### src/rtl/data_mem_bridge.sv
// ---------------------------------------------------------------------------
// data_mem_bridge
//
// Connects the single-cycle processor's data-memory port to a word memory
// that answers with a req/ack handshake and a variable latency. The
// processor is stalled through cpu_stall (PC enable = ~cpu_stall) until
// each aligned access finishes. Misaligned accesses, memory timeouts and
// simultaneous read/write requests are reported on sticky error flags.
//
// Parameters
//   TIMEOUT      max REQ cycles to wait for mem_ack (1..65535)
//   ERR_DATA     load data returned for a timed-out read
//
// Ports
//   clk          single clock, rising edge
//   rst          synchronous reset, active low
//   cpu_addr     byte address from the ALU
//   cpu_wdata    store data from the register file
//   cpu_rd       load request
//   cpu_wr       store request (wins when cpu_rd is also set)
//   cpu_rdata    load data back to the processor
//   cpu_stall    holds the PC while high
//   mem_req      registered memory request
//   mem_we       1 = write, 0 = read, valid with mem_req
//   mem_addr     word address (cpu_addr[31:2])
//   mem_wdata    write data
//   mem_rdata    read data, valid with mem_ack
//   mem_ack      one-cycle completion strobe
//   misalign_err sticky, access with cpu_addr[1:0] != 0
//   timeout_err  sticky, access abandoned after TIMEOUT cycles
//   conflict_err sticky, cpu_rd and cpu_wr both high
// ---------------------------------------------------------------------------
module data_mem_bridge #(
    parameter int          TIMEOUT  = 255,
    parameter logic [31:0] ERR_DATA = 32'hDEAD_BEEF
) (
    input  logic        clk,
    input  logic        rst,
    input  logic [31:0] cpu_addr,
    input  logic [31:0] cpu_wdata,
    input  logic        cpu_rd,
    input  logic        cpu_wr,
    output logic [31:0] cpu_rdata,
    output logic        cpu_stall,
    output logic        mem_req,
    output logic        mem_we,
    output logic [29:0] mem_addr,
    output logic [31:0] mem_wdata,
    input  logic [31:0] mem_rdata,
    input  logic        mem_ack,
    output logic        misalign_err,
    output logic        timeout_err,
    output logic        conflict_err
);

    localparam logic [1:0] IDLE = 2'd0;
    localparam logic [1:0] REQ  = 2'd1;
    localparam logic [1:0] DONE = 2'd2;

    // The wait counter holds the number of completed REQ cycles without an
    // ack, so it equals TIMEOUT-1 during the last cycle an ack is accepted.
    localparam logic [15:0] LAST_WAIT = 16'(TIMEOUT - 1);

    logic [1:0]  state;
    logic [15:0] wait_cnt;
    logic        access;
    logic        aligned;
    logic        pending;

    // An access is only launched when it is word aligned; misaligned ones
    // are flagged and completed in the same cycle without touching memory.
    always_comb begin
        access  = cpu_rd | cpu_wr;
        aligned = (cpu_addr[1:0] == 2'b00);
        pending = access & aligned;
    end

    // The stall is Mealy so a memory instruction is held in the very cycle
    // it is presented; DONE releases the PC so the instruction retires once.
    always_comb begin
        cpu_stall = 1'b0;
        if (state == REQ)
            cpu_stall = 1'b1;
        else if (state == IDLE && pending)
            cpu_stall = 1'b1;
    end

    // Main FSM with the memory-side registers, load data and sticky flags.
    // A reset while in REQ simply drops the request; an ack arriving outside
    // REQ (late or stray) is never looked at.
    always_ff @(posedge clk) begin
        if (!rst) begin
            state        <= IDLE;
            wait_cnt     <= 16'd0;
            mem_req      <= 1'b0;
            mem_we       <= 1'b0;
            mem_addr     <= 30'd0;
            mem_wdata    <= 32'd0;
            cpu_rdata    <= 32'd0;
            misalign_err <= 1'b0;
            timeout_err  <= 1'b0;
            conflict_err <= 1'b0;
        end else begin
            case (state)
                IDLE: begin
                    if (access) begin
                        if (cpu_rd && cpu_wr)
                            conflict_err <= 1'b1;
                        if (aligned) begin
                            mem_addr  <= cpu_addr[31:2];
                            mem_wdata <= cpu_wdata;
                            mem_we    <= cpu_wr;
                            mem_req   <= 1'b1;
                            wait_cnt  <= 16'd0;
                            state     <= REQ;
                        end else begin
                            misalign_err <= 1'b1;
                            if (!cpu_wr)
                                cpu_rdata <= 32'd0;
                        end
                    end
                end
                REQ: begin
                    if (mem_ack) begin
                        if (!mem_we)
                            cpu_rdata <= mem_rdata;
                        mem_req <= 1'b0;
                        state   <= DONE;
                    end else begin
                        wait_cnt <= wait_cnt + 16'd1;
                        if (wait_cnt == LAST_WAIT) begin
                            if (!mem_we)
                                cpu_rdata <= ERR_DATA;
                            timeout_err <= 1'b1;
                            mem_req     <= 1'b0;
                            state       <= DONE;
                        end
                    end
                end
                DONE: begin
                    state <= IDLE;
                end
                default: begin
                    state   <= IDLE;
                    mem_req <= 1'b0;
                end
            endcase
        end
    end

endmodule

### config.mk
export PLATFORM = sky130hd
export DESIGN_NAME = data_mem_bridge
export DESIGN_NICKNAME = d
export VERILOG_FILES = /design/src/rtl/data_mem_bridge.sv
export SDC_FILE = /design/constraint.sdc
export NUM_CORES = 1
export LEC_CHECK = 0
export CORE_MARGIN = 1.5
export CORE_UTILIZATION = 45
export DETAILED_ROUTE_END_ITERATION = 12
export PLACE_DENSITY = 0.85
export SYNTH_ARGS = -nofsm -noshare
export SYNTH_HDL_FRONTEND = slang
export SYNTH_SLANG_ARGS = --single-unit
### constraint.sdc
create_clock -name clk -period 4.2 [get_ports clk]
set_input_delay 0.42 -clock clk [delete_from_list [all_inputs] [get_ports clk]]
set_output_delay 0.42 -clock clk [all_outputs]
set_load 0.05 [all_outputs]
==> metrics.md <==
| Metric | Value |
|---|---|
| Yosys cell types | 42 |
| Req. time, crit path | ~3800 ps |
| Setup bufs post-CTS | 0 |
| Power Total | between 3 and 4 mW |
| Synth top area share | around half |
| Cells after Synth | ~540 |
| Worst r2r src | state[1] |
| Startpoint types | flop |
| Sequential element share of the synthesized area | 50.72% |
| Setup crit end | cpu_stall |
| Post-Syn Nets | around 650 |
| #FFs+latches synth | ~120 |
| P&R area growth vs syn | 57.49% |
| Clock share of power | 47.7% |
| Setup TNS | 0 ps |
| CTS hold repair buffers | 0 |
| FF-to-FF End | cpu_rdata[0] |
| Combinational share of power | roughly 14% |
| Crit share post-route | approximately 67% |
| Outcome | complete, no violations |
| Via count | ~4800 |
| Die Ht | between 100 and 150 um |
| Core ar. | 0.009864 sq mm |
| Syn. warnings | 0 |
| Switching share of power | 25.11% |
| Clk buf depth | 2 |
| Worst setup EP type | output pin |
| CTS root buf | clkbuf_8 |
| Skew final | 4.082 ps |
| CTS sink cnt | about 120 |
| Horiz. Die Dim | around 100 um |
| Overall routing resource usage | between 20% and 30% |
| Wire per inst | between 15 and 20 um |
| Die area | approximately 0.011 sq mm |
| Layout cells sized above 1 | 6.784% |
| H-tree depth | 4 |
| Worst skew pair latency | 510 ps |
| EDFF count, synth | 0 |
| Number of remaining DRC errors | 0 |
| Max stage delay cell, worst path | clkdlybuf4s50_1 |
| Largest net degree at the start of global routing | 73 |
| Iter 0 DRT Violations | 195 |
| Fin worst setup slack | ~1400 ps |
| Fin crit period | about 2800 ps |
| Sw Pwr | roughly 0.76 mW |
| Cell row count | 36 |
| Crit-path cells | nor2_2, nand3_2, o21ai_0, clkdlybuf4s50_1 |
| Sequential share of power | between 30% and 40% |
| RSZ-0062 raised after global routing | no |
| Ports | approximately 200 |
| Setup CP Type | flop to output pin |
| Crit path DAT | 2400 ps |
| Slew HR | ~17% |
| DRT Pass-1 Iters | 5 |
| CP max FO | 8 |
| Crit path largest cell delay | slightly below 900 ps |
| TritonCTS clock tree | yes |
| R2r worst-path depth | 4 |
| Synth top area cells | dfxtp_1, nand2_1, a21oi_1 |
| Detailed placement HPWL | 9795 um |
| Final setup violating endpoints | 0 |
| Initial antenna violation count | 0 |
| Hold WS | roughly 450 ps |
| Final RePlAce weighted congestion | between 0.8 and 0.9 |
| Dominant cell type by area after synthesis | dfxtp_1 |
| Power per cell area | 418.0 mW/mm^2 |
| Final net count | about 830 |
| Leakage | 2.467 nW |
| First-pass GRT wire length | around 23000 um |
| Fmax | about 350 MHz |
| I/O Buffers | 200 |
| Final Hold Viols | 0 |
| Dpl ws | about 1500 ps |
| Slew at the pin closest to its max-slew limit | 1238 ps |
| Clock slew at reported path FFs | 60 ps |
| Ys async rst share | 0% |
| Post-route ant nets | 0 |
| Internal Power | 2.277 mW |
| Avg Inst Size Synth | roughly 8.5 sq um |
| Reg-to-reg slack, setup | approximately 1700 ps |
| Number of global-route vias before repair | approximately 5000 |
| Max Cap Viol | 0 |
| Drt total wl | 14610 um |
| Worst Hold Class | input port to flop |
| # diodes | 0 |
| Via density | 5.480 |
| Post-cts sizing count | 0 |
| Starting Density | 46.82% |
| Max-slew violations | 0 |
| Post-synthesis cell area | approximately 0.0046 sq mm |
| Critical Path Source | state[0] |
| Worst VDD drop | about 0.3 mV |
| Dominant synthesized flop cell | dfxtp_1 |
| CTS buffer count | 17 |
| Grt ovf | 0 |
==> flip-flops by register name, summed over array words and instances (netlist names) <==
| name | count |
|---|---|
| conflict_err | 1 |
| cpu_rdata | 32 |
| mem_addr | 30 |
| mem_req | 1 |
| mem_wdata | 32 |
| mem_we | 1 |
| misalign_err | 1 |
| state | 2 |
| timeout_err | 1 |
| wait_cnt | 16 |
==> stage by stage <==
| stage | area (sq um) | utilization, % | instances |
|---|---|---|---|
| 3_3_place_gp | 6675 | 67.67 | 839 |
| 2_1_floorplan | 4618 | - | 544 |
| 6_report | 7273 | 73.73 | 870 |
| 3_5_place_dp | 6675 | 67.67 | 839 |
| 5_1_grt | 7273 | 73.73 | 870 |
| 4_1_cts | 7273 | 73.73 | 870 |
==> placed cells by master, fill, tap and decap left out, types with 4 or more instances in the layout <==
| cell type | n |
|---|---|
| inv_1 | 6 |
| clkbuf_16 | 16 |
| buf_4 | 6 |
| and4_1 | 5 |
| o21ai_0 | 28 |
| dfxtp_1 | 117 |
| a32o_1 | 8 |
| nor2_1 | 13 |
| clkbuf_8 | 5 |
| a21oi_1 | 76 |
| a31oi_1 | 4 |
| a22oi_1 | 24 |
| nand3_1 | 6 |
| nand2_1 | 133 |
| or4_1 | 8 |
| o31ai_1 | 33 |
| clkdlybuf4s50_1 | 200 |
| clkinv_2 | 4 |
==> per-layer routing <==
metal	wire length (um)	GRT usage (%)
met5	0	0
met4	473	14.19
met3	1237	10.21
met2	7370	46.33
met1	5524	27.95
==> Yosys cell counts, types with 2 or more instances <==
library cell  count
xnor2_1           3
o21ai_0          28
ha_1              2
or4_1             8
a32o_1            8
dfxtp_1         117
and4_1            5
a31oi_1           5
o31ai_1          33
a22oi_1          24
nand4_1           2
buf_1             6
nor4_2            3
nand3_1           7
clkbuf_1         24
or3_1             3
or2_2             2
nand2_1         133
nor2_1           13
nor4_1            3
and3_1            2
or2_1             2
buf_2            12
a21oi_1          76
inv_1             6
==> critical path: cells and delay by family, from the launching register on <==
kind / cells / cell delay [ps]
and+or+nand+nor: 2 / 510
buffers and inverters: 1 / 870
DFF: 1 / 390
AOI/OAI and AO/OA: 1 / 120
==> cell families (layout without fill, tap and decap cells) <==
logic type	Yosys count	in the layout	synth area share [%]
compound gates	181	181	24.28
xor+xnor	3	3	0.5691
fa+ha+maj	2	2	0.5418
buf+inv	51	244	4.714
flops	117	117	50.72
simple gates	190	190	19.18
==> power by group through the flow <==
stage / Sequential (mW) / Combinational (mW) / Clock, mW
after global placement: 1.19 / 0.416 / 0
after CTS: 1.17 / 0.424 / 1.46
after detailed placement: 1.19 / 0.421 / 0
final: 1.17 / 0.423 / 1.45
after global routing: 1.17 / 0.446 / 1.51
after floorplan: 1.31 / 0.106 / 0
==> area by class of cell <==
type | instances | area (sq um)
sequential | 117 | 2342
inverter | 7 | 26.28
fill | 695 | 2591
clock inverter | 9 | 125.1
tap | 133 | 166.4
multi-input combinational | 376 | 2093
timing repair buffer | 206 | 2047
clock buffer | 22 | 473.0
==> how the worst min path moves through the flow <==
stage                     slack, ps       endpoint           from  depth (start not counted)
after floorplan                 460   wait_cnt[14]   wait_cnt[14]                          2
after global routing            450   mem_wdata[4]   cpu_wdata[4]                          3
after detailed placement        450   mem_addr[17]   mem_addr[17]                          2
after CTS                       440  mem_wdata[31]  cpu_wdata[31]                          3
after global placement          440   mem_addr[24]   mem_addr[24]                          2
final                           450  mem_wdata[31]  cpu_wdata[31]                          3
No activity file was read; power rests on OpenSTA's default activity.
